`src/rtl/picosoc_bus_pkg.sv`:
```
// Shared state encoding and constants for the PicoSoC native-bus interconnect.
package picosoc_bus_pkg;

   typedef enum logic [1:0] {
      StIdle   = 2'd0,
      StActive = 2'd1,
      StResp   = 2'd2,
      StErr    = 2'd3
   } bus_state_e;

   localparam int unsigned TMO_W             = 16;
   localparam logic [31:0] ERR_RDATA_DEFAULT = 32'hDEAD_BEEF;

endpackage

```
`src/rtl/picosoc_bus_decode.sv`:
```
// Combinational address decoder: one-hot hit vector plus any_hit, lowest index wins on overlap.
module picosoc_bus_decode #(
   parameter int unsigned             N_SLAVES   = 4,
   parameter logic [N_SLAVES*32-1:0]  SLAVE_BASE = '0,
   parameter logic [N_SLAVES*32-1:0]  SLAVE_MASK = '0
) (
   input  logic [31:0]         addr,
   output logic [N_SLAVES-1:0] hit,
   output logic                any_hit
);

   always_comb begin
      hit     = '0;
      any_hit = 1'b0;
      for (int i = 0; i < int'(N_SLAVES); i++) begin
         if (!any_hit && ((addr & SLAVE_MASK[32*i +: 32]) == SLAVE_BASE[32*i +: 32])) begin
            hit[i]  = 1'b1;
            any_hit = 1'b1;
         end
      end
   end

endmodule

```
`src/rtl/picosoc_bus_mux.sv`:
```
// N-slave picorv32 native-bus interconnect: registered decode, one outstanding transaction.
// Optional slave wait timeout enabled by defining BUS_TIMEOUT_EN.
module picosoc_bus_mux
   import picosoc_bus_pkg::*;
#(
   parameter int unsigned            N_SLAVES       = 4,
   // Slave 0 occupies the LSBs of each flat vector.
   parameter logic [N_SLAVES*32-1:0] SLAVE_BASE     = {32'h0300_0000, 32'h0000_0000,
                                                       32'h0010_0000, 32'h0200_0000},
   parameter logic [N_SLAVES*32-1:0] SLAVE_MASK     = {32'hFF00_0000, 32'hFFFF_FC00,
                                                       32'hFFF0_0000, 32'hFFFF_FF00},
   parameter int unsigned            TIMEOUT_CYCLES = 255,
   parameter logic [31:0]            ERR_RDATA      = ERR_RDATA_DEFAULT
) (
   input  logic                   clk,
   input  logic                   reset,
   input  logic                   mem_valid,
   input  logic                   mem_instr,
   input  logic [31:0]            mem_addr,
   input  logic [31:0]            mem_wdata,
   input  logic [3:0]             mem_wstrb,
   output logic                   mem_ready,
   output logic [31:0]            mem_rdata,
   output logic                   mem_err,
   output logic [N_SLAVES-1:0]    s_valid,
   output logic                   s_instr,
   output logic [31:0]            s_addr,
   output logic [31:0]            s_wdata,
   output logic [3:0]             s_wstrb,
   input  logic [N_SLAVES-1:0]    s_ready,
   input  logic [N_SLAVES*32-1:0] s_rdata
);

   if (N_SLAVES < 1 || N_SLAVES > 16) begin : g_bad_n_slaves
      $error("picosoc_bus_mux: N_SLAVES must be 1..16");
   end
   if (TIMEOUT_CYCLES < 1 || TIMEOUT_CYCLES > 65535) begin : g_bad_timeout
      $error("picosoc_bus_mux: TIMEOUT_CYCLES must be 1..65535");
   end

   bus_state_e            state_q, state_d;
   logic [N_SLAVES-1:0]   sel_q;
   logic [N_SLAVES-1:0]   dec_hit;
   logic                  dec_any;
   logic                  sel_ready;
   logic [31:0]           sel_rdata;
   logic                  tmo_expired;

   picosoc_bus_decode #(
      .N_SLAVES   (N_SLAVES),
      .SLAVE_BASE (SLAVE_BASE),
      .SLAVE_MASK (SLAVE_MASK)
   ) u_decode (
      .addr    (mem_addr),
      .hit     (dec_hit),
      .any_hit (dec_any)
   );

   always_comb begin
      sel_ready = |(s_ready & sel_q);
      sel_rdata = '0;
      for (int i = 0; i < int'(N_SLAVES); i++) begin
         if (sel_q[i]) sel_rdata = sel_rdata | s_rdata[32*i +: 32];
      end
   end

`ifdef BUS_TIMEOUT_EN
   logic [TMO_W-1:0] tmo_cnt_q;

   always_ff @(posedge clk) begin
      if (reset || state_q != StActive) tmo_cnt_q <= '0;
      else if (!sel_ready)              tmo_cnt_q <= tmo_cnt_q + 1'b1;
   end

   assign tmo_expired = (tmo_cnt_q == TMO_W'(TIMEOUT_CYCLES - 1));
`else
   assign tmo_expired = 1'b0;
`endif

   always_comb begin
      state_d = state_q;
      case (state_q)
         StIdle:   if (mem_valid) state_d = dec_any ? StActive : StErr;
         StActive: begin
            // A ready arriving on the timeout cycle still completes normally.
            if (sel_ready)        state_d = StResp;
            else if (tmo_expired) state_d = StErr;
         end
         StResp:   state_d = StIdle;
         StErr:    state_d = StIdle;
         default:  state_d = StIdle;
      endcase
   end

   assign mem_ready = (state_q == StResp) || (state_q == StErr);
   assign mem_err   = (state_q == StErr);
   assign s_valid   = (state_q == StActive) ? sel_q : '0;

   always_ff @(posedge clk) begin
      if (reset) begin
         state_q   <= StIdle;
         sel_q     <= '0;
         s_addr    <= '0;
         s_wdata   <= '0;
         s_wstrb   <= '0;
         s_instr   <= 1'b0;
         mem_rdata <= '0;
      end else begin
         state_q <= state_d;
         if (state_q == StIdle && mem_valid) begin
            sel_q   <= dec_hit;
            s_addr  <= mem_addr;
            s_wdata <= mem_wdata;
            s_wstrb <= mem_wstrb;
            s_instr <= mem_instr;
         end
         if (state_d == StErr)       mem_rdata <= ERR_RDATA;
         else if (state_d == StResp) mem_rdata <= sel_rdata;
      end
   end

endmodule
```
`config.mk`:
```
export PLATFORM = sky130hd
export DESIGN_NAME = picosoc_bus_mux
export DESIGN_NICKNAME = d
export VERILOG_FILES = /design/src/rtl/picosoc_bus_pkg.sv /design/src/rtl/picosoc_bus_decode.sv /design/src/rtl/picosoc_bus_mux.sv
export SDC_FILE = /design/constraint.sdc
export NUM_CORES = 1
export LEC_CHECK = 0
export CORE_MARGIN = 2
export CORE_UTILIZATION = 33
export CTS_BUF_LIST = sky130_fd_sc_hd__clkbuf_4 sky130_fd_sc_hd__clkbuf_8
export DETAILED_ROUTE_END_ITERATION = 8
export PLACE_DENSITY = 0.87
export SYNTH_ARGS = -nofsm -noshare
export SYNTH_HDL_FRONTEND = slang
export SYNTH_SLANG_ARGS = --single-unit
export TNS_END_PERCENT = 50
```
`constraint.sdc`:
```
create_clock -name clk -period 1.8 [get_ports clk]
set_input_delay 0.18 -clock clk [delete_from_list [all_inputs] [get_ports clk]]
set_output_delay 0.18 -clock clk [all_outputs]
set_load 0.05 [all_outputs]
```
# After elaboration in Yosys (flattened, before gate mapping)
# Cells that the tools add are included.
classes:
  n_bitwise: 4
  n_reduce_logical: 14
  eq_ne: 8
  mux: 18
ops:
  columns: ["op", "n"]
  rows:
  - ["32-bit 2-to-1 mux", 6]
  - ["32-bit bitwise OR", 3]
  - ["32-bit logical NOT", 1]
  - ["24-bit by 18-bit equality test with 1-bit output, second input constant", 1]
  - ["12-bit by 1-bit equality test with 1-bit output, second input constant", 1]
  - ["2-bit equality test, second input constant", 4]
  - ["8-bit by 2-bit equality test with 1-bit output, second input constant", 1]
  - ["1-bit 2-to-1 mux", 7]
  - ["2-bit 2-to-1 mux", 3]
  - ["2-bit case mux with 3 select lines", 1]
  - ["4-bit AND", 1]
  - ["1-bit logical AND", 4]
  - ["4-bit 2-to-1 mux", 1]
  - ["2-bit OR reduction", 2]
  - ["4-bit OR reduction", 1]
  - ["1-bit logical NOT", 3]
  - ["2-bit by 1-bit equality test with 1-bit output, second input constant", 1]
  - ["2-bit logical NOT", 1]
  - ["2-bit nonzero test", 1]
  - ["1-bit logical OR", 1]
totals:
  regBits: 107
  elab_cells: 52
  output_inout_bits: 107
  in_bits: 204

# Longest topological paths before layout
logic_depth:
  depth_word: 17
  depth_mapped: 8
  ltp_nobuf: 5

# By module
# A second synthesis with hierarchy kept.
unflattened:
  hier_cells: 543
  area_unflattened_um2: 4586.9
modules_own_cells:
  columns: ["mod", "seq_area_each_um2", "cells_per_inst", "n_inst", "area_per_inst_um2"]
  rows:
  - ["picosoc_bus_mux", 2142.1, 525, 1, 4461.8]
  - ["picosoc_bus_decode", 0.0, 18, 1, 125.1]

# Least setup slack after synthesis
# Ideal clock, no wire load.
synth_path:
  kind: "input port to flip-flop"
  start: "input mem_addr[28]"
  end: "register mem_rdata[10]"
  setup_slack_ps: 64
  t_arrival_ps: 1595
  path_buffers: 1
  cell_stages: 6
  path_cell_list: "or4_4 -> nor3_4 -> and4_4 -> a221o_2 -> buf_4 -> a221oi_1"
synth_via:
  elab_chain_len: 16
synth_lines:
  columns: ["element", "line", "text"]
  rows:
  - ["start: declaration", "picosoc_bus_mux.sv:19", "input logic [31:0] mem_addr,"]
  - ["24-bit by 18-bit equality test with 1-bit output", "picosoc_bus_decode.sv:16", "if (!any_hit && ((addr & SLAVE_MASK[32*i +: 32]) == SLAVE_BASE[32*i +: 32])) begin"]
  - ["1-bit 2-to-1 mux", "picosoc_bus_decode.sv:16", null]
  - ["1-bit logical NOT", "picosoc_bus_decode.sv:16", null]
  - ["1-bit logical AND", "picosoc_bus_decode.sv:16", null]
  - ["1-bit 2-to-1 mux", "picosoc_bus_decode.sv:16", null]
  - ["1-bit logical NOT", "picosoc_bus_decode.sv:16", null]
  - ["1-bit logical AND", "picosoc_bus_decode.sv:16", null]
  - ["1-bit 2-to-1 mux", "picosoc_bus_decode.sv:16", null]
  - ["1-bit logical NOT", "picosoc_bus_decode.sv:16", null]
  - ["1-bit logical AND", "picosoc_bus_decode.sv:16", null]
  - ["1-bit 2-to-1 mux (*)", "picosoc_bus_decode.sv:16", null]
  - ["2-bit 2-to-1 mux (*) (2 in series)", "picosoc_bus_mux.sv:83", "StIdle: if (mem_valid) state_d = dec_any ? StActive : StErr;"]
  - ["2-bit case mux with 3 select lines (*)", "picosoc_bus_mux.sv:82", "case (state_q)"]
  - ["2-bit equality test (on tied branches)", "picosoc_bus_mux.sv:117, picosoc_bus_mux.sv:118", null]
  - ["32-bit 2-to-1 mux or 2-bit nonzero test (tied branches)", null, null]
  - ["end signal: assignment", "picosoc_bus_mux.sv:118", "else if (state_d == StResp) mem_rdata <= sel_rdata;"]
  - ["end: declaration", "picosoc_bus_mux.sv:23", "output logic [31:0] mem_rdata,"]
# Every way passes the cells marked *; elsewhere a longest branch is shown, timed or not.
# A chain may end at the register's enable or synchronous reset.

# Worst setup path in the final report
layout_path:
  start: "register mem_rdata[28]"
  end: "output mem_rdata[28]"
# No word-level cell between the ends.

==> impl_metrics.tcl <==
set metrics [dict create \
    worst-path-stages 1 \
    grt_max_degree 74 \
    rows 42 \
    crit_path_start_kind "register" \
    area_growth_pct 86.3 \
    hp-start "mem_addr[18]" \
    reg2reg_from "sel_q[2]" \
    syn_avg_cell_area_um2 8.38 \
    crit_type "register to output port" \
    fin_skew_ns 0.00789 \
    layout.nets 1045 \
    start_util_pct 33.8 \
    max_freq_ghz 0.568 \
    clockRootBuffer "clkbuf_8" \
    dieWidth_um 121 \
    ir_drop_uv 535 \
    placed_area_um2 7960 \
    routed_wl_um 19200 \
    antenna_found_initial 3 \
    syn-num-nets 741 \
    crit_path_max_incr_delay_ns 0.84 \
    final_area_um2 8380 \
    yosysWarnings 0 \
    cp-startpoint "mem_rdata[28]" \
    numClockSinks 107 \
    ant_nets 0 \
    cap_viol_max_count 0 \
    worst_r2r_endpoint "mem_rdata[24]" \
    clk_latency_ns 0.38 \
    routedWlPerCell_um 18.7 \
    cp_max_fo 2 \
    hold_viol_final 0 \
    tritoncts "built" \
    grt.overflow.total 0 \
    period_minus_slack_ns 1.76 \
    dieArea_um2 14600 \
    rrSetupSlack_ns 0.15 \
    crit_chain "clkdlybuf4s50_1" \
    power_mw 6.09 \
    grt_pass1_wl_um 28800 \
    ys_seq_elements 107 \
    crit_slowest_cell "clkdlybuf4s50_1" \
    drive_gt1_share_pct 11.6 \
    synth_ff_type "dfxtp_1" \
    crit_required_ns 1.62 \
    drtIter0Drc 339 \
    worst_pin_slew_ns 0.643 \
    cp.arrival_ns 1.58 \
    relSlewSlack_pct 57.1 \
    cts.clk_slew.worst_paths_ns 0.10 \
    hold_path_depth 3 \
    grt_usage_pct 25.8 \
    grt_pass1_vias 5381 \
    reg2reg_depth 7 \
    status "finished, final reports clean" \
    vias_per_cell 5.24 \
    vias 5369 \
    port_buffers 310 \
    synth-seq-area-share_pct 47.6 \
    path_delay_family "buffers and inverters" \
    synth_edf_count 0 \
    syn-instance-count 537 \
    p_leak_nw 3.17 \
    hold_buffers 0 \
    synth_cell_types 24 \
    synth.cell_area_um2 4500 \
    cts_buffers 9 \
    drt_pass1_iterations 4 \
    drcViolationCount 0 \
    worst-path-buf-inv 1 \
    pin_count 311 \
    cts_buffer_depth 2 \
    gp_congestion 0.886 \
    core_um2 13300 \
    fp.dieH_um 121 \
    hpwl_um 14000 \
    htreeDepth 3 \
    period_share_pct 97.7 \
    cp-endpoint "mem_rdata[28]" \
    rsz0062_at_grt "no" \
    setup_viol 0 \
    worstHoldPathType "input pin to register" \
    p_per_area_nw_per_um2 726 \
    worstSetupEndpointType "output port" \
    drv_slew 0 \
    ys_async_sr_fraction_pct 0 \
]
[cell families after synthesis]
| group | Yosys count | share of synthesized area [%] |
|---|---|---|
| and+or+nand+nor | 198 | 18.1 |
| DFF | 107 | 47.6 |
| AOI/OAI and AO/OA | 177 | 29.4 |
| buffers and inverters | 55 | 4.84 |
[cells in the final DEF, fill, tap and decap left out, drive strengths merged]
cell type and n:
a2111oi 8, a21oi 75, a221o 1, a221oi 58, a22o 34, and2 6
and4 1, buf 50, bufinv 1, clkbuf 12, clkdlybuf4s50 272, clkinv 2
dfxtp 107, diode 3, dlygate4sd2 13, dlymetal6s2s 12, inv 2, nand2 143
nand3b 1, nand4 3, nor2 35, nor2b 3, nor3 1, nor4 3
o21ai 1, or4 2
[cell usage after synthesis (2+ instances only)]
cell type,instances,area (um^2)
buf_4,2,15.0
buf_2,3,15.0
buf_1,4,15.0
clkbuf_1,45,169
a2111oi_2,8,120
nor2_1,35,131
dfxtp_1,107,2140
nand4_1,3,18.8
nor4_1,3,18.8
nand2_1,143,537
a221oi_1,57,499
a21oi_1,75,375
a22o_1,34,298
and2_1,6,37.5
nor2b_1,3,18.8
[routing by layer]
layer,GRT usage [%],part of all wire (%),vias to the layer above
met5,0,0,-
met4,11.9,3.7,0
met3,7.31,8.0,41
met2,45.4,50,254
met1,28.5,38,2519
li1,-,-,2555
[cell type report]
cell class,instances,area [um^2]
multi-input combinational,375,2250
tap,176,220
antenna,3,7.51
inverter,1,3.75
clock buffer,12,159
timing repair buffer,347,3540
sequential,107,2150
clock inverter,4,56.3
fill,1143,4910
[worst min path at each step]
stage,end,slack (ns)
2_1_floorplan,s_addr[0],0.32
3_3_place_gp,s_wdata[21],0.44
3_5_place_dp,s_wdata[20],0.45
4_1_cts,s_addr[18],0.03
5_1_grt,s_addr[18],0.05
6_report,s_addr[18],0.06
[registers in the layout, indices dropped and copies added (netlist names)]
| register | cells |
|---|---|
| s_addr | 32 |
| s_instr | 1 |
| sel_q | 4 |
| s_wstrb | 4 |
| mem_rdata | 32 |
| s_wdata | 32 |
| state_q | 2 |
[worst reg2reg max path: stages, from the launching register on]
cell	delay, ns
dfxtp_1	0.37
a22o_1	0.14
a221oi_1	0.05
buf_4	0.16
nor2b_4	0.17
buf_12	0.26
nor2_1	0.09
a2111oi_2	0.34
[report_power, final]
part	switching (mW)	internal (mW)
Clock	0.858	0.746
Combinational	1.03	0.843
Sequential	0.0805	2.53
Total	1.97	4.12
[through the flow]
stage / setup TNS [ns] / worst slack, ns / cells / util, % / hold WS, ns
floorplan: 0 / 0.0639 / 537 / - / 0.316
global placement: -24.91 / -0.743 / 999 / 59.9 / 0.441
detailed placement: -22.90 / -0.702 / 999 / 59.9 / 0.446
CTS: -0.00853 / -0.00601 / 1024 / 62.9 / 0.0319
global route: 0 / 0.000105 / 1025 / 63.1 / 0.0531
finish: 0 / 0.0406 / 1025 / 63.1 / 0.0604
[repair_timing]
| item | 4_1_cts | 5_1_grt |
|---|---|---|
| gates resized for setup | 42 | 22 |
| cloned | 3 | 0 |
| endpoints found under the setup margin | 39 | 28 |
| buffers inserted | 6 | 1 |
| pin swaps | 9 | 6 |
(Power assumes the default switching activity.)
